<file path="config.mk">
export PLATFORM = sky130hd
export DESIGN_NAME = spi_readback_tx_flat
export DESIGN_NICKNAME = d
export VERILOG_FILES = /design/src/rtl/spi_readback_tx_pkg.sv /design/src/rtl/spi_readback_tx_if.sv /design/src/rtl/spi_tx_shift.sv /design/src/rtl/spi_readback_tx.sv /design/src/flat_wrapper.sv
export SDC_FILE = /design/constraint.sdc
export NUM_CORES = 1
export LEC_CHECK = 0
export CAP_MARGIN = 20
export CORE_AREA = 2 2 60 62
export DETAILED_ROUTE_END_ITERATION = 8
export DIE_AREA = 0 0 62 64
export PLACE_DENSITY_LB_ADDON = 0.05
export SLEW_MARGIN = 20
export SYNTH_ARGS = -nofsm -noshare
export SYNTH_HDL_FRONTEND = slang
export SYNTH_SLANG_ARGS = --single-unit
export TNS_END_PERCENT = 30
</file>
<file path="constraint.sdc">
create_clock -name SCLK -period 1.9 [get_ports SCLK]
set_input_delay 0.38 -clock SCLK [delete_from_list [all_inputs] [get_ports SCLK]]
set_output_delay 0.38 -clock SCLK [all_outputs]
set_load 0.005 [all_outputs]
</file>
<file path="src/rtl/spi_readback_tx_pkg.sv">
// Shared constants and state encoding for the SPI readback transmit stage.
package spi_readback_tx_pkg;
  localparam int unsigned SPI_ADDR_W     = 7;
  localparam int unsigned SPI_DATA_W     = 8;
  localparam int unsigned SPI_FRAME_BITS = 16;
  localparam int unsigned SPI_CNT_W      = 5;
  localparam logic        SPI_RW_READ    = 1'b1;

  typedef enum logic [2:0] {
    IDLE,
    CMD,
    DATA,
    DONE,
    OVER
  } spi_state_e;
endpackage

</file>
<file path="src/rtl/spi_readback_tx_if.sv">
// SPI pin and register-file readback signals for spi_readback_tx.
interface spi_readback_tx_if
  import spi_readback_tx_pkg::*;
#(
  parameter int unsigned ADDR_W = SPI_ADDR_W,
  parameter int unsigned DATA_W = SPI_DATA_W
) ();
  logic              SS;
  logic              MOSI;
  logic [DATA_W-1:0] RD_DATA;
  logic [ADDR_W-1:0] RD_ADDR;
  logic              RD_TOG;
  logic              MISO;
  logic              MISO_OE;
  logic              OVERRUN;

  modport slave (
    input  SS, MOSI, RD_DATA,
    output RD_ADDR, RD_TOG, MISO, MISO_OE, OVERRUN
  );

  modport master (
    output SS, MOSI, RD_DATA,
    input  RD_ADDR, RD_TOG, MISO, MISO_OE, OVERRUN
  );
endinterface

</file>
<file path="src/rtl/spi_tx_shift.sv">
// Falling-edge MISO shifter: loads readback data, shifts MSB first, then releases the pad.
module spi_tx_shift
  import spi_readback_tx_pkg::*;
#(
  parameter int unsigned DATA_W = SPI_DATA_W
) (
  input  logic              SCLK,
  input  logic              clr_n,
  input  logic              load,
  input  logic              shift,
  input  logic              stop,
  input  logic [DATA_W-1:0] rd_data,
  output logic              MISO,
  output logic              MISO_OE
);
  logic [DATA_W-1:0] tx_sr;

  always_ff @(negedge SCLK or negedge clr_n) begin
    if (!clr_n) begin
      tx_sr   <= '0;
      MISO_OE <= 1'b0;
    end else if (load) begin
      tx_sr   <= rd_data;
      MISO_OE <= 1'b1;
    end else if (shift) begin
      tx_sr   <= {tx_sr[DATA_W-2:0], 1'b0};
    end else if (stop) begin
      tx_sr   <= '0;
      MISO_OE <= 1'b0;
    end
  end

  assign MISO = tx_sr[DATA_W-1];
endmodule

</file>
<file path="src/rtl/spi_readback_tx.sv">
// SPI slave transmit stage: decodes the command byte and shifts readback data out on MISO.
module spi_readback_tx
  import spi_readback_tx_pkg::*;
#(
  parameter int unsigned ADDR_W = SPI_ADDR_W,
  parameter int unsigned DATA_W = SPI_DATA_W
) (
  input  logic                 SCLK,
  input  logic                 RST,
  spi_readback_tx_if.slave     bus
);
  localparam int unsigned FRAME_BITS = 1 + ADDR_W + DATA_W;
  localparam logic [SPI_CNT_W-1:0] CNT_CMD_LAST  = SPI_CNT_W'(ADDR_W);
  localparam logic [SPI_CNT_W-1:0] CNT_CMD_END   = SPI_CNT_W'(ADDR_W + 1);
  localparam logic [SPI_CNT_W-1:0] CNT_DATA_LAST = SPI_CNT_W'(FRAME_BITS - 1);
  localparam logic [SPI_CNT_W-1:0] CNT_FRAME_END = SPI_CNT_W'(FRAME_BITS);

  spi_state_e          state, state_nxt;
  logic [SPI_CNT_W-1:0] bit_cnt;
  logic [ADDR_W-1:0]    cmd_sr;
  logic [ADDR_W:0]      cmd_word;
  logic                 rd_flag;
  logic                 frame_clr_n;
  logic                 cmd_last, cmd_is_read, ovr_set;
  logic                 tx_load, tx_shift, tx_stop;

  // SS high clears the frame logic; RD_ADDR/RD_TOG survive it and only see RST.
  assign frame_clr_n = RST & ~bus.SS;
  assign cmd_word    = {cmd_sr, bus.MOSI};

  always_ff @(posedge SCLK or negedge frame_clr_n) begin
    if (!frame_clr_n) begin
      state       <= IDLE;
      bit_cnt     <= '0;
      cmd_sr      <= '0;
      rd_flag     <= 1'b0;
      bus.OVERRUN <= 1'b0;
    end else begin
      state <= state_nxt;
      if (bit_cnt != '1)
        bit_cnt <= bit_cnt + 1'b1;
      if (state == IDLE || state == CMD)
        cmd_sr <= cmd_word[ADDR_W-1:0];
      if (cmd_last && cmd_is_read)
        rd_flag <= 1'b1;
      if (ovr_set)
        bus.OVERRUN <= 1'b1;
    end
  end

  always_comb begin
    state_nxt = state;
    unique case (state)
      IDLE:    state_nxt = CMD;
      CMD:     if (bit_cnt == CNT_CMD_LAST) state_nxt = DATA;
      DATA:    if (bit_cnt == CNT_DATA_LAST) state_nxt = DONE;
      DONE:    state_nxt = OVER;
      OVER:    state_nxt = OVER;
      default: state_nxt = IDLE;
    endcase
  end

  // Falling-edge strobes key off the count left by the preceding rising edge.
  always_comb begin
    cmd_last    = (state == CMD) && (bit_cnt == CNT_CMD_LAST);
    cmd_is_read = (cmd_word[ADDR_W] == SPI_RW_READ);
    ovr_set     = (state == DONE);
    tx_load     = rd_flag && (bit_cnt == CNT_CMD_END);
    tx_shift    = rd_flag && (bit_cnt > CNT_CMD_END) && (bit_cnt < CNT_FRAME_END);
    tx_stop     = rd_flag && (bit_cnt == CNT_FRAME_END);
  end

  always_ff @(posedge SCLK or negedge RST) begin
    if (!RST) begin
      bus.RD_ADDR <= '0;
      bus.RD_TOG  <= 1'b0;
    end else if (cmd_last) begin
      bus.RD_ADDR <= cmd_word[ADDR_W-1:0];
      if (cmd_is_read)
        bus.RD_TOG <= ~bus.RD_TOG;
    end
  end

  spi_tx_shift #(
    .DATA_W(DATA_W)
  ) u_tx_shift (
    .SCLK    (SCLK),
    .clr_n   (frame_clr_n),
    .load    (tx_load),
    .shift   (tx_shift),
    .stop    (tx_stop),
    .rd_data (bus.RD_DATA),
    .MISO    (bus.MISO),
    .MISO_OE (bus.MISO_OE)
  );
endmodule

</file>
<file path="src/flat_wrapper.sv">
// flat-port wrapper written by rule: the top's interface ports become plain ports
module spi_readback_tx_flat import spi_readback_tx_pkg::*;
#(
  parameter int unsigned ADDR_W = SPI_ADDR_W,
  parameter int unsigned DATA_W = SPI_DATA_W
)
  (SCLK, RST, bus_SS, bus_MOSI, bus_RD_DATA, bus_RD_ADDR, bus_RD_TOG, bus_MISO, bus_MISO_OE, bus_OVERRUN);
  spi_readback_tx_if #(.ADDR_W(ADDR_W), .DATA_W(DATA_W)) bus_i ();
  input  logic SCLK;
  input  logic RST;
  input wire logic [$bits(bus_i.SS)-1:0] bus_SS;
  input wire logic [$bits(bus_i.MOSI)-1:0] bus_MOSI;
  input wire logic [$bits(bus_i.RD_DATA)-1:0] bus_RD_DATA;
  output wire logic [$bits(bus_i.RD_ADDR)-1:0] bus_RD_ADDR;
  output wire logic [$bits(bus_i.RD_TOG)-1:0] bus_RD_TOG;
  output wire logic [$bits(bus_i.MISO)-1:0] bus_MISO;
  output wire logic [$bits(bus_i.MISO_OE)-1:0] bus_MISO_OE;
  output wire logic [$bits(bus_i.OVERRUN)-1:0] bus_OVERRUN;
  assign bus_i.SS = bus_SS;
  assign bus_i.MOSI = bus_MOSI;
  assign bus_i.RD_DATA = bus_RD_DATA;
  assign bus_RD_ADDR = bus_i.RD_ADDR;
  assign bus_RD_TOG = bus_i.RD_TOG;
  assign bus_MISO = bus_i.MISO;
  assign bus_MISO_OE = bus_i.MISO_OE;
  assign bus_OVERRUN = bus_i.OVERRUN;
  spi_readback_tx #(.ADDR_W(ADDR_W), .DATA_W(DATA_W)) u_core (.SCLK(SCLK), .RST(RST), .bus(bus_i));
endmodule
</file>
## Yosys cells after proc, flatten, opt, wreduce, memory -nomap -nowiden

Cells that the tools add are included.

| word-level totals | value |
|---|---|
| register bits | 34 |
| output and inout bits | 11 |
| bits of input ports | 12 |

| operators by class | value |
|---|---|
| bitwise operators | 3 |
| mux-type cells | 9 |
| add/sub/neg operators | 1 |
| equal/unequal tests | 12 |
| reduce and logical (&&, ||, !) cells | 14 |
| magnitude comparators | 2 |

Operators by type and width:

| operator | number |
|---|---|
| $mux W8 | 3 |
| $pmux W3 S4 | 1 |
| $eq A5 B4 Y1 const B | 2 |
| $eq A3 B2 Y1 const B | 2 |
| $logic_and A1 B1 Y1 | 6 |
| $mux W3 | 2 |
| $ne A2 B1 Y1 const B | 3 |
| $reduce_and A2 Y1 | 3 |
| $add A5 B1 Y5 const B | 1 |
| $eq A5 B3 Y1 const B | 1 |
| $eq A5 B5 Y1 const B | 1 |
| $gt A5 B4 Y1 const B | 1 |
| $lt A5 B5 Y1 const B | 1 |
| $ne A5 B5 Y1 const B | 1 |
| $eq A3 B1 Y1 const B | 1 |
| $eq A3 B3 Y1 const B | 1 |
| $logic_not A3 Y1 | 1 |
| $mux W1 | 3 |
| $reduce_bool A3 Y1 | 1 |
| $not A1 Y1 | 2 |
| $reduce_bool A2 Y1 | 1 |
| $reduce_or A2 Y1 | 1 |
| $and A1 B1 Y1 | 1 |
| $logic_or A1 B1 Y1 | 1 |

## Depth between registers and ports, before layout

Gate-level depths: netlist (run 1).

| logic depth | value |
|---|---|
| word-level depth | 5 |
| gate-level depth with buffers | 6 |
| gate-level depth less buffers | 6 |

## By module

Synthesis (run 1) repeated with hierarchy kept, for this count alone.

| unflattened totals | value |
|---|---|
| cell total of the unflattened synthesis | 121 |
| area total of the unflattened synthesis | 1,531.5 sq um |

By module, submodules not included:

| module | cells an instance | instances | seq. area each (sq um) | area an instance (sq um) |
|---|---|---|---|---|
| spi_readback_tx | 77 | 1 | 625.6 | 1,084.8 |
| spi_tx_shift | 44 | 1 | 225.2 | 446.7 |

==> results of run 1 <==
-- repair_timing --
| action | 4_1_cts | 5_1_grt |
|---|---|---|
| hold endpoints to repair | 0 | 0 |
| gates resized for setup | 9 | 3 |
| buffers inserted | 1 | 1 |
| hold buffers | 0 | 0 |
| setup endpoints to repair | 11 | 11 |
-- synth_stat cells (all sizes together) (3+ instances only) --
cell type / count / area share, %
dfrtp: 25 / 42
mux2: 15 / 11
dfrtn: 9 / 15
mux2i: 8 / 5.4
o2bb2ai: 8 / 4.7
ha: 4 / 3.3
nand2: 4 / 1.0
nand2b: 4 / 1.7
xnor2: 4 / 2.3
inv: 3 / 0.75
nand3b: 3 / 1.5
nor2: 3 / 1.8
nor2b: 3 / 1.3
-- critical path, cell delays in order, from the launching register on --
cell and delay, ns:
sky130_fd_sc_hd__dfrtp_1 0.39, sky130_fd_sc_hd__inv_1 0.06, sky130_fd_sc_hd__ha_2 0.17, sky130_fd_sc_hd__buf_4 0.10, sky130_fd_sc_hd__and4bb_2 0.25, sky130_fd_sc_hd__o21ai_4 0.10
sky130_fd_sc_hd__o2bb2ai_1 0.15
-- power by group through the flow --
stage	Clock, W	Sequential, W	Combinational (W)
final	0.000411	0.000765	0.0000973
after global routing	0.000465	0.000769	0.000108
after CTS	0.000431	0.000765	0.0000996
after detailed placement	0	0.000779	0.000101
after global placement	0	0.000778	0.0000991
after floorplan	0	0.000776	0.0000343
-- per-layer routing --
layer | part of all wire (%) | routed length [um] | vias up | global-route usage [%]
met3 | 4.4 | 113 | 5 | 6.07
met5 | 0 | 0 | - | 0
met1 | 45 | 1160 | 486 | 19.6
li1 | - | - | 477 | -
met2 | 50 | 1280 | 15 | 23.7
met4 | 1.1 | 29 | 0 | 5.59
-- sequential cells by signal, summed over array words and instances, names as in the netlist --
| name | count |
|---|---|
| u_core.rd_flag | 1 |
| u_core.bus.RD_ADDR | 7 |
| u_core.bit_cnt | 5 |
| u_core.bus.OVERRUN | 1 |
| u_core.u_tx_shift.MISO_OE | 1 |
| u_core.u_tx_shift.tx_sr | 8 |
| u_core.state | 3 |
| u_core.bus.RD_TOG | 1 |
| u_core.cmd_sr | 7 |
-- how the worst max path moves through the flow --
stage | from | cells after the start | slack [ns] | endpoint
final | u_core.bit_cnt[1] | 6 | -0.43 | u_core.u_tx_shift.tx_sr[3]
after detailed placement | u_core.bit_cnt[1] | 5 | -0.52 | u_core.u_tx_shift.tx_sr[7]
after CTS | u_core.bit_cnt[1] | 6 | -0.43 | u_core.u_tx_shift.tx_sr[1]
after global routing | u_core.bit_cnt[0] | 6 | -0.50 | u_core.u_tx_shift.tx_sr[5]
after floorplan | u_core.bit_cnt[0] | 6 | -0.32 | u_core.u_tx_shift.tx_sr[1]
after global placement | u_core.bit_cnt[1] | 5 | -0.48 | u_core.u_tx_shift.tx_sr[4]
-- area by class of cell --
type / count / area, sq um
repair buffers: 38 / 343
multi-input cells: 69 / 651
flip-flops and latches: 34 / 851
fillers: 290 / 1310
clock buffers: 7 / 55.1
clock inverters: 1 / 5.00
inverters: 3 / 11.3
well taps: 46 / 57.6
-- kinds of logic after synthesis --
logic type	synth area share [%]
AO/OA/AOI/OAI	7.27
XOR/XNOR	2.34
adder cells (fa/ha/maj)	3.34
buffers and inverters	1.42
flip-flops	56.9
multiplexers	16.6
AND/OR/NAND/NOR	12.1
-- per-stage QoR --
stage / hold WS (ns) / TNS [ns] / worst slack, ns / std cells / utilization (%)
3_5_place_dp: 0.437 / -4.92 / -0.517 / 188 / 57.6
3_3_place_gp: 0.431 / -4.65 / -0.484 / 188 / 57.6
4_1_cts: 0.343 / -4.28 / -0.430 / 197 / 59.6
6_report: 0.355 / -4.18 / -0.430 / 198 / 60.1
5_1_grt: 0.346 / -4.93 / -0.499 / 198 / 60.1
2_1_floorplan: 0.0844 / -2.84 / -0.325 / 108 / -
==> run_summary.xml, run 1 <==
<?xml version="1.0" encoding="UTF-8"?>
<metrics>
  <group name="setup_path">
    <metric name="rrSetupSlack" unit="ns">-0.43</metric>
    <metric name="timing.reg2reg.worst_path_depth" unit="">6</metric>
    <metric name="worst_r2r_startpoint" unit="">u_core.bit_cnt[1]</metric>
    <metric name="cp-start-kind" unit="">flop</metric>
    <metric name="critical_path.endpoint_type" unit="">flop</metric>
    <metric name="highest_net_fanout_along_the_worst_path" unit="">8</metric>
    <metric name="timing_worst_setup_path_type" unit="">flop to flop</metric>
    <metric name="critical_path.reg2reg.endpoint" unit="">u_core.u_tx_shift.tx_sr[3]</metric>
    <metric name="crit_required" unit="ns">1.11</metric>
    <metric name="cp_data_arrival_time" unit="ns">1.54</metric>
  </group>
  <group name="synth">
    <metric name="syn_inst" unit="">108</metric>
    <metric name="mappedNetlistNets" unit="">124</metric>
    <metric name="netlist-cell-type-count" unit="">27</metric>
    <metric name="synthesis.area_per_instance" unit="sq um">13.9</metric>
    <metric name="postSynth.asyncResetShare" unit="%">100</metric>
    <metric name="ys_ff_latch" unit="">34</metric>
    <metric name="synth-main-ff-cell" unit="">sky130_fd_sc_hd__dfrtp_1</metric>
    <metric name="post_synth_instance_area" unit="sq um">1500</metric>
    <metric name="synth-edff-count" unit="">0</metric>
    <metric name="yosysWarningCount" unit="">0</metric>
    <metric name="synth.yosys.seq_area_share" unit="%">56.9</metric>
  </group>
  <group name="pwr">
    <metric name="power.share.sequential" unit="%">60.1</metric>
    <metric name="net_switching_fraction_of_the_power" unit="%">21.9</metric>
    <metric name="peakVddDrop" unit="uV">425</metric>
    <metric name="power_per_cell_area" unit="nW/um^2">645</metric>
    <metric name="share_comb_of_total_power" unit="%">7.6</metric>
    <metric name="total_power" unit="W">0.00127</metric>
    <metric name="static-leakage-power" unit="nW">0.845</metric>
    <metric name="netSwitchingPower" unit="W">0.000278</metric>
    <metric name="power.share.clock" unit="%">32.3</metric>
    <metric name="internal_power_of_the_cells" unit="W">0.000994</metric>
  </group>
  <group name="cts">
    <metric name="ctsLongestPathBuffers" unit="">2</metric>
    <metric name="cts_sinks" unit="">34</metric>
    <metric name="htree_num_levels" unit="">2</metric>
    <metric name="clockRootBuffer" unit="">sky130_fd_sc_hd__clkbuf_4</metric>
    <metric name="worst_skew_pair.late_latency" unit="ns">0.33</metric>
    <metric name="cts_made_buffers" unit="">5</metric>
    <metric name="clk_pin_slew_worst_paths" unit="ns">0.10</metric>
    <metric name="cts_tree" unit="">done</metric>
  </group>
  <group name="layout">
    <metric name="postLayoutCellArea" unit="sq um">1970</metric>
    <metric name="drive_above_1_share" unit="%">32.9</metric>
    <metric name="mostFrequentLayoutCells" unit="">sky130_fd_sc_hd__dfrtp_1 (25), sky130_fd_sc_hd__clkdlybuf4s50_1 (20), sky130_fd_sc_hd__mux2_2 (15), sky130_fd_sc_hd__buf_4 (15), sky130_fd_sc_hd__dfrtn_1 (9)</metric>
    <metric name="area_growth" unit="%">31.9</metric>
    <metric name="nNetsFinal" unit="">167</metric>
    <metric name="antenna-diode-count" unit="">0</metric>
    <metric name="mostFrequentLayoutCell" unit="">sky130_fd_sc_hd__dfrtp_1</metric>
  </group>
  <group name="outcome">
    <metric name="failed_checks" unit="">setup timing</metric>
    <metric name="status" unit="">complete, but fails checks</metric>
  </group>
  <group name="routing">
    <metric name="dr_total_vias" unit="">983</metric>
    <metric name="avgViaCountPerCell" unit="">4.96</metric>
    <metric name="drc" unit="">0</metric>
    <metric name="detail-route-antenna-nets" unit="">0</metric>
    <metric name="drt-wirelength-per-cell" unit="um">13.1</metric>
    <metric name="drt_first_pass_iters" unit="">2</metric>
    <metric name="violation_count_after_the_first_detailed_routing_iteration" unit="">22</metric>
    <metric name="routed_wire_length" unit="um">2580</metric>
  </group>
  <group name="placed_design">
    <metric name="finalWeightedCongestion" unit="">0.704</metric>
    <metric name="placed_cell_area" unit="sq um">1890</metric>
    <metric name="dpl.hpwl" unit="um">1930</metric>
    <metric name="placement.io_buffers" unit="">22</metric>
  </group>
  <group name="timing">
    <metric name="final.setup_skew" unit="ns">0.0101</metric>
    <metric name="tightestPinTransition" unit="ns">0.312</metric>
    <metric name="timing_max_transition_violations_final" unit="">0</metric>
    <metric name="max-slew-margin-rel" unit="%">79.1</metric>
    <metric name="rsz0062_at_grt" unit="">true</metric>
    <metric name="setup_viol" unit="">11</metric>
    <metric name="final-hold-violation-count" unit="">0</metric>
    <metric name="final_critical_path_setup_slack" unit="ns">-0.430</metric>
  </group>
  <group name="floorplanning">
    <metric name="floorplan.die.height" unit="um">64</metric>
    <metric name="floorplan.io_pins" unit="">23</metric>
    <metric name="dieArea" unit="sq um">3970</metric>
    <metric name="die_w" unit="um">62</metric>
    <metric name="design.core.area" unit="sq um">3280</metric>
    <metric name="start_util" unit="%">45.6</metric>
    <metric name="row_count" unit="">21</metric>
  </group>
  <group name="job">
    <metric name="max-cap-violations" unit="">0</metric>
  </group>
  <group name="global_routing">
    <metric name="grt_pass1_vias" unit="">1027</metric>
    <metric name="overflow_left_after_global_routing" unit="">0</metric>
    <metric name="global_route_wire_length_before_repair" unit="um">4460</metric>
    <metric name="grt_max_degree" unit="">14</metric>
    <metric name="antenna_found_initial" unit="">0</metric>
    <metric name="grt_use_total" unit="%">15.5</metric>
  </group>
  <group name="hold_path">
    <metric name="hp-class" unit="">input port to async pin</metric>
  </group>
</metrics>
Note: power is estimated with default switching activity, not from simulation.
==> run 2, diff against run 1 <==
--- a/config.mk
+++ b/config.mk
@@ -6,10 +6,12 @@
 export NUM_CORES = 1
 export LEC_CHECK = 0
 export CAP_MARGIN = 20
-export CORE_AREA = 2 2 60 62
+export CORE_AREA = 2 2 51 72
 export DETAILED_ROUTE_END_ITERATION = 8
-export DIE_AREA = 0 0 62 64
+export DIE_AREA = 0 0 53 74
 export PLACE_DENSITY_LB_ADDON = 0.05
+export SKIP_CTS_REPAIR_TIMING = 1
+export SKIP_LAST_GASP = 1
 export SLEW_MARGIN = 20
 export SYNTH_ARGS = -nofsm -noshare
 export SYNTH_HDL_FRONTEND = slang
==> run 2 against run 1 <==
The flow still finishes with violations (setup timing). Count of clock-buffer cells in the layout did not move. Largest cell class unchanged. Worst setup slack improved by 0.083 ns. First-iteration DRC count fell by 50%. Highest routed layer unchanged. Power rose by 10%. Combinational power barely moved. Clock power rose by 31%. Largest power group unchanged. Routed wire length rose by 2.1%.
==> run_summary.xml, run 2 (synthesis gave the netlist of run 1 again) <==
<?xml version="1.0" encoding="UTF-8"?>
<metrics>
  <group name="setup_path">
    <metric name="rrSetupSlack" unit="ns">-0.35</metric>
    <metric name="timing.reg2reg.worst_path_depth" unit="">5</metric>
    <metric name="cp-start-kind" unit="">flop</metric>
    <metric name="worstSetupPathDepth" unit="">5</metric>
    <metric name="timing_worst_setup_path_type" unit="">flop to flop</metric>
    <metric name="critical_path.endpoint_type" unit="">flop</metric>
    <metric name="timing.critical_path.to" unit="">u_core.u_tx_shift.tx_sr[5]</metric>
    <metric name="cp_top_family" unit="">flip-flops</metric>
    <metric name="critical_path.reg2reg.endpoint" unit="">u_core.u_tx_shift.tx_sr[5]</metric>
    <metric name="crit_required" unit="ns">1.08</metric>
    <metric name="cp.buffers_inverters" unit="">1</metric>
    <metric name="worst_r2r_startpoint" unit="">u_core.bit_cnt[0]</metric>
    <metric name="crit_path_cell_trace" unit="">inv_1 &gt; ha_2 &gt; and2b_4 &gt; mux2i_1 &gt; o2bb2ai_1</metric>
    <metric name="worstSetupStartpoint" unit="">u_core.bit_cnt[0]</metric>
    <metric name="critical-path-slowest-cell" unit="">sky130_fd_sc_hd__dfrtp_1</metric>
    <metric name="timing.critical_path.slowest_cell_delay" unit="ns">0.39</metric>
    <metric name="cp_data_arrival_time" unit="ns">1.42</metric>
    <metric name="highest_net_fanout_along_the_worst_path" unit="">8</metric>
  </group>
  <group name="cts">
    <metric name="htree_num_levels" unit="">2</metric>
    <metric name="cts_made_buffers" unit="">5</metric>
    <metric name="ctsLongestPathBuffers" unit="">2</metric>
    <metric name="cts_sinks" unit="">34</metric>
    <metric name="cts_tree" unit="">done</metric>
    <metric name="worst_skew_pair.late_latency" unit="ns">0.29</metric>
    <metric name="clk_pin_slew_worst_paths" unit="ns">0.07</metric>
    <metric name="clockRootBuffer" unit="">sky130_fd_sc_hd__clkbuf_8</metric>
  </group>
  <group name="timing">
    <metric name="tightestPinTransition" unit="ns">0.338</metric>
    <metric name="rsz0062_at_grt" unit="">true</metric>
    <metric name="final.setup_skew" unit="ns">0.0115</metric>
    <metric name="timing_max_transition_violations_final" unit="">0</metric>
    <metric name="final-hold-violation-count" unit="">0</metric>
    <metric name="final_critical_path_setup_slack" unit="ns">-0.347</metric>
    <metric name="max-slew-margin-rel" unit="%">77.5</metric>
    <metric name="setup_viol" unit="">11</metric>
  </group>
  <group name="layout">
    <metric name="drive_above_1_share" unit="%">30.7</metric>
    <metric name="sequential_cell_area" unit="sq um">851</metric>
    <metric name="max_flop_register" unit="">u_core.u_tx_shift.tx_sr</metric>
    <metric name="nNetsFinal" unit="">165</metric>
    <metric name="post_layout_nonfiller_instances" unit="">190</metric>
    <metric name="mostFrequentLayoutCell" unit="">sky130_fd_sc_hd__dfrtp_1</metric>
    <metric name="biggestRegsByFlops" unit="">u_core.u_tx_shift.tx_sr x8, u_core.bus.RD_ADDR x7, u_core.cmd_sr x7</metric>
    <metric name="largest_register_ff_count" unit="">8</metric>
    <metric name="area_growth" unit="%">32.0</metric>
    <metric name="layout.filler_cells" unit="">291</metric>
    <metric name="antenna-diode-count" unit="">0</metric>
    <metric name="multi_input_area" unit="sq um">637</metric>
    <metric name="mostFrequentLayoutCells" unit="">sky130_fd_sc_hd__dfrtp_1 (25), sky130_fd_sc_hd__clkdlybuf4s50_1 (20), sky130_fd_sc_hd__mux2_2 (15), sky130_fd_sc_hd__buf_4 (13), sky130_fd_sc_hd__dfrtn_1 (9)</metric>
  </group>
  <group name="floorplanning">
    <metric name="floorplan.die.height" unit="um">74</metric>
    <metric name="start_util" unit="%">45.6</metric>
    <metric name="design.core.area" unit="sq um">3280</metric>
    <metric name="floorplan.io_pins" unit="">23</metric>
    <metric name="die_w" unit="um">53</metric>
    <metric name="row_count" unit="">25</metric>
    <metric name="dieArea" unit="sq um">3920</metric>
  </group>
  <group name="routing">
    <metric name="avgViaCountPerCell" unit="">5.15</metric>
    <metric name="drc" unit="">0</metric>
    <metric name="drt_first_pass_iters" unit="">2</metric>
    <metric name="violation_count_after_the_first_detailed_routing_iteration" unit="">11</metric>
    <metric name="dr_total_vias" unit="">979</metric>
    <metric name="detail-route-antenna-nets" unit="">0</metric>
    <metric name="drt-wirelength-per-cell" unit="um">13.9</metric>
    <metric name="routed_wire_length" unit="um">2640</metric>
  </group>
  <group name="pwr">
    <metric name="power_per_cell_area" unit="nW/um^2">710</metric>
    <metric name="static-leakage-power" unit="nW">0.863</metric>
    <metric name="peakVddDrop" unit="uV">557</metric>
    <metric name="total_power" unit="W">0.00140</metric>
  </group>
  <group name="job">
    <metric name="max-cap-violations" unit="">0</metric>
  </group>
  <group name="global_routing">
    <metric name="antenna_found_initial" unit="">0</metric>
    <metric name="grt_pass1_vias" unit="">1048</metric>
    <metric name="global_route_wire_length_before_repair" unit="um">4740</metric>
    <metric name="overflow_left_after_global_routing" unit="">0</metric>
    <metric name="grt_use_total" unit="%">17.1</metric>
    <metric name="grt_max_degree" unit="">14</metric>
  </group>
  <group name="placed_design">
    <metric name="placement.io_buffers" unit="">22</metric>
    <metric name="dpl.hpwl" unit="um">2010</metric>
    <metric name="post-place-cells" unit="">182</metric>
    <metric name="finalWeightedCongestion" unit="">0.737</metric>
  </group>
  <group name="outcome">
    <metric name="failed_checks" unit="">setup timing</metric>
    <metric name="status" unit="">complete, but fails checks</metric>
  </group>
  <group name="hold_path">
    <metric name="hp-class" unit="">input port to async pin</metric>
  </group>
</metrics>
## run 2: metrics by stage
step | TNS, ns | setup slack (ns) | area (sq um) | util [%] | hold slack [ns]
finish | -3.43 | -0.347 | 1980 | 60.2 | 0.401
detailed placement | -5.05 | -0.539 | 1880 | 57.4 | 0.435
CTS | -5.73 | -0.656 | 1980 | 60.2 | 0.401
floorplan | -2.84 | -0.325 | 1510 | - | 0.0844
global route | -4.39 | -0.476 | 1980 | 60.2 | 0.431
global placement | -4.58 | -0.489 | 1880 | 57.4 | 0.434
## run 2: worst min path at each step
stage	to	slack [ns]	cells past startpoint
after detailed placement	u_core.u_tx_shift.tx_sr[3]	0.44	1
after floorplan	u_core.bus.RD_ADDR[0]	0.08	0
after global placement	u_core.u_tx_shift.tx_sr[5]	0.43	1
after CTS	u_core.bus.RD_ADDR[6]	0.40	2
after global routing	u_core.bus.RD_TOG	0.43	2
final	u_core.bus.RD_ADDR[5]	0.40	2
## run 2: metal layers
metal,vias up,GRT usage [%],routed length [um]
li1,471,-,-
met3,6,4.42,120
met2,21,29.3,1390
met1,481,18.7,1050
met5,-,0,0
met4,0,10.3,73
## run 2: report_power, final
part           internal, W  switching [W]
clock network     0.000292       0.000246
registers         0.000750      0.0000149
logic            0.0000680      0.0000322
total              0.00111       0.000293
## run 2: final cells by class
cell class                 count  share of cell area, %
clock buffer                   7                   4.37
clock inverter                 1                  0.253
inverter                       3                  0.570
multi-input combinational     69                   32.2
sequential                    34                   43.1
tap                           40                   2.53
timing repair buffer          36                   17.0
## run 2: worst reg2reg max path, stage by stage (launching register included)
cell and delay (ns):
sky130_fd_sc_hd__dfrtp_1 0.39, sky130_fd_sc_hd__inv_1 0.06, sky130_fd_sc_hd__ha_2 0.18, sky130_fd_sc_hd__and2b_4 0.24
sky130_fd_sc_hd__mux2i_1 0.20, sky130_fd_sc_hd__o2bb2ai_1 0.07
==> run 3, diff against run 2 <==
--- a/config.mk
+++ b/config.mk
@@ -6,9 +6,9 @@
 export NUM_CORES = 1
 export LEC_CHECK = 0
 export CAP_MARGIN = 20
-export CORE_AREA = 2 2 51 72
+export CORE_AREA = 2 2 47 67
 export DETAILED_ROUTE_END_ITERATION = 8
-export DIE_AREA = 0 0 53 74
+export DIE_AREA = 0 0 49 69
 export PLACE_DENSITY_LB_ADDON = 0.05
 export SKIP_CTS_REPAIR_TIMING = 1
 export SKIP_LAST_GASP = 1
==> constraint.sdc (replaced) <==
create_clock -name SCLK -period 2.6 [get_ports SCLK]
set_input_delay 0.52 -clock SCLK [delete_from_list [all_inputs] [get_ports SCLK]]
set_output_delay 0.52 -clock SCLK [all_outputs]
set_load 0.005 [all_outputs]
==> run 3 against run 2 <==
The run still ends with setup timing left. Critical path depth decreased by 4. Final area decreased by 2.7%. Worst setup slack improved by 0.30 ns. Count of clock-buffer cells in the layout unchanged. Flip-flop and latch count unchanged. Sequential power decreased by 27%. Power decreased by 27%. Clock skew increased by 0.0036 ns. Final cell count decreased by 4.7%.
==> run_summary.xml, run 3 (synthesis gave the netlist of run 1 again) <==
<?xml version="1.0" encoding="UTF-8"?>
<metrics>
  <group name="outcome">
    <metric name="status" unit="">complete, but fails checks</metric>
    <metric name="failed_checks" unit="">setup timing</metric>
  </group>
  <group name="hold_path">
    <metric name="min_delay_worst_endpoint" unit="">u_core.u_tx_shift.tx_sr[1]</metric>
    <metric name="hp-class" unit="">flop to flop</metric>
    <metric name="whs_path_depth" unit="">1</metric>
    <metric name="worstHoldStart" unit="">u_core.u_tx_shift.tx_sr[1]</metric>
  </group>
  <group name="timing">
    <metric name="final-hold-violation-count" unit="">0</metric>
    <metric name="setup_total_negative_slack" unit="ns">-0.0652</metric>
    <metric name="rsz0062_at_grt" unit="">true</metric>
    <metric name="timing_max_transition_violations_final" unit="">0</metric>
    <metric name="max-slew-margin-rel" unit="%">77.9</metric>
    <metric name="final.setup_skew" unit="ns">0.0152</metric>
    <metric name="setup_viol" unit="">2</metric>
    <metric name="whs" unit="ns">0.433</metric>
    <metric name="tightestPinTransition" unit="ns">0.331</metric>
    <metric name="final_critical_path_setup_slack" unit="ns">-0.0457</metric>
  </group>
  <group name="routing">
    <metric name="avgViaCountPerCell" unit="">5.27</metric>
    <metric name="routed_wire_length" unit="um">2590</metric>
    <metric name="drc" unit="">0</metric>
    <metric name="dr_total_vias" unit="">953</metric>
    <metric name="violation_count_after_the_first_detailed_routing_iteration" unit="">16</metric>
    <metric name="drt-wirelength-per-cell" unit="um">14.3</metric>
    <metric name="detail-route-antenna-nets" unit="">0</metric>
    <metric name="drt_first_pass_iters" unit="">4</metric>
  </group>
  <group name="setup_path">
    <metric name="crit_path_cell_trace" unit="">dlymetal6s2s_1</metric>
    <metric name="timing.critical_path.slowest_cell_delay" unit="ns">0.41</metric>
    <metric name="timing_worst_setup_path_type" unit="">flop to primary output</metric>
    <metric name="worst_r2r_startpoint" unit="">u_core.bit_cnt[1]</metric>
    <metric name="critical_path.reg2reg.endpoint" unit="">u_core.u_tx_shift.tx_sr[7]</metric>
    <metric name="critical_path.endpoint_type" unit="">primary output</metric>
    <metric name="highest_net_fanout_along_the_worst_path" unit="">2</metric>
    <metric name="critical-path-slowest-cell" unit="">sky130_fd_sc_hd__dfrtn_1</metric>
    <metric name="cp-start-kind" unit="">flop</metric>
    <metric name="cp.buffers_inverters" unit="">1</metric>
    <metric name="cp_data_arrival_time" unit="ns">2.13</metric>
    <metric name="cp_top_family" unit="">flip-flops</metric>
    <metric name="rrSetupSlack" unit="ns">0.01</metric>
    <metric name="timing.reg2reg.worst_path_depth" unit="">5</metric>
    <metric name="crit_required" unit="ns">2.08</metric>
  </group>
  <group name="job">
    <metric name="max-cap-violations" unit="">0</metric>
  </group>
  <group name="floorplanning">
    <metric name="row_count" unit="">23</metric>
    <metric name="die_w" unit="um">49</metric>
    <metric name="start_util" unit="%">53.6</metric>
    <metric name="dieArea" unit="sq um">3380</metric>
    <metric name="floorplan.io_pins" unit="">23</metric>
    <metric name="floorplan.die.height" unit="um">69</metric>
    <metric name="design.core.area" unit="sq um">2790</metric>
  </group>
  <group name="layout">
    <metric name="area_growth" unit="%">28.4</metric>
    <metric name="drive_above_1_share" unit="%">27.8</metric>
    <metric name="finalCoreUtilization" unit="%">68.8</metric>
    <metric name="antenna-diode-count" unit="">0</metric>
    <metric name="layout.filler_cells" unit="">226</metric>
    <metric name="mostFrequentLayoutCell" unit="">sky130_fd_sc_hd__dfrtp_1</metric>
    <metric name="max_flop_register" unit="">u_core.u_tx_shift.tx_sr</metric>
    <metric name="biggestRegsByFlops" unit="">u_core.u_tx_shift.tx_sr x8, u_core.bus.RD_ADDR x7, u_core.cmd_sr x7</metric>
    <metric name="mostFrequentLayoutCells" unit="">sky130_fd_sc_hd__dfrtp_1 (25), sky130_fd_sc_hd__clkdlybuf4s50_1 (20), sky130_fd_sc_hd__mux2_2 (15), sky130_fd_sc_hd__dfrtn_1 (9)</metric>
    <metric name="largest_register_ff_count" unit="">8</metric>
    <metric name="nNetsFinal" unit="">159</metric>
  </group>
  <group name="pwr">
    <metric name="power_per_cell_area" unit="nW/um^2">530</metric>
    <metric name="peakVddDrop" unit="uV">527</metric>
    <metric name="total_power" unit="W">0.00102</metric>
    <metric name="static-leakage-power" unit="nW">0.831</metric>
  </group>
  <group name="cts">
    <metric name="clockRootBuffer" unit="">sky130_fd_sc_hd__clkbuf_8</metric>
    <metric name="ctsLongestPathBuffers" unit="">2</metric>
    <metric name="htree_num_levels" unit="">2</metric>
    <metric name="cts_made_buffers" unit="">5</metric>
    <metric name="worst_skew_pair.late_latency" unit="ns">0.29</metric>
    <metric name="cts_sinks" unit="">34</metric>
    <metric name="cts_tree" unit="">done</metric>
    <metric name="clk_pin_slew_worst_paths" unit="ns">0.05</metric>
  </group>
  <group name="placed_design">
    <metric name="dpl.hpwl" unit="um">1950</metric>
    <metric name="finalWeightedCongestion" unit="">0.833</metric>
    <metric name="placement.io_buffers" unit="">22</metric>
  </group>
  <group name="global_routing">
    <metric name="antenna_found_initial" unit="">0</metric>
    <metric name="grt_pass1_vias" unit="">1011</metric>
    <metric name="grt_use_total" unit="%">18.2</metric>
    <metric name="overflow_left_after_global_routing" unit="">0</metric>
    <metric name="global_route_wire_length_before_repair" unit="um">4690</metric>
    <metric name="grt_max_degree" unit="">27</metric>
  </group>
</metrics>
==> run 3: cell types whose count changed in the layout (fill, tap and decap cells not counted), sizes merged <==
cell and delta:
buf -7, clkbuf +1
==> run 3: final cells by class <==
type	instances	area [sq um]	share of cell area (%)
Clock inverter	1	5.00	0.260
Sequential cell	34	851	44.3
Tap cell	37	46.3	2.41
Clock buffer	7	86.3	4.49
Inverter	3	11.3	0.586
Timing Repair Buffer	30	290	15.1
Multi-Input combinational cell	69	632	32.9
==> run 3: worst max-delay path by stage <==
stage	from	to	slack, ns	cells after the start
after floorplan	u_core.bit_cnt[0]	u_core.u_tx_shift.tx_sr[1]	-0.05	6
after global placement	u_core.bit_cnt[0]	u_core.u_tx_shift.tx_sr[5]	-0.12	5
after detailed placement	u_core.bit_cnt[0]	u_core.u_tx_shift.tx_sr[5]	-0.19	5
after CTS	u_core.u_tx_shift.MISO_OE	bus_MISO_OE	-0.44	1
after global routing	u_core.bit_cnt[1]	u_core.u_tx_shift.tx_sr[5]	-0.1	5
final	u_core.u_tx_shift.MISO_OE	bus_MISO_OE	-0.05	1
==> run 3: metal layers <==
layer / up-vias / wire (um) / track usage [%]
met5: - / 0 / 0
met3: 7 / 119 / 4.33
met2: 21 / 1430 / 32.3
met1: 467 / 990 / 20.1
met4: 0 / 53 / 8.57
li1: 458 / - / -
==> run 3: report_power, final <==
group	switching [W]	total [W]	internal (W)
registers	0.0000115	0.000560	0.000548
logic	0.0000228	0.0000695	0.0000467
clock network	0.000175	0.000389	0.000213
total	0.000210	0.00102	0.000808
==> run 3: through the flow <==
stage          cell area, sq um  instances  setup WS [ns]
2_1_floorplan              1500        108        -0.0463
3_3_place_gp               1820        172         -0.123
3_5_place_dp               1820        172         -0.191
4_1_cts                    1910        180         -0.441
5_1_grt                    1920        181        -0.0978
6_report                   1920        181        -0.0457
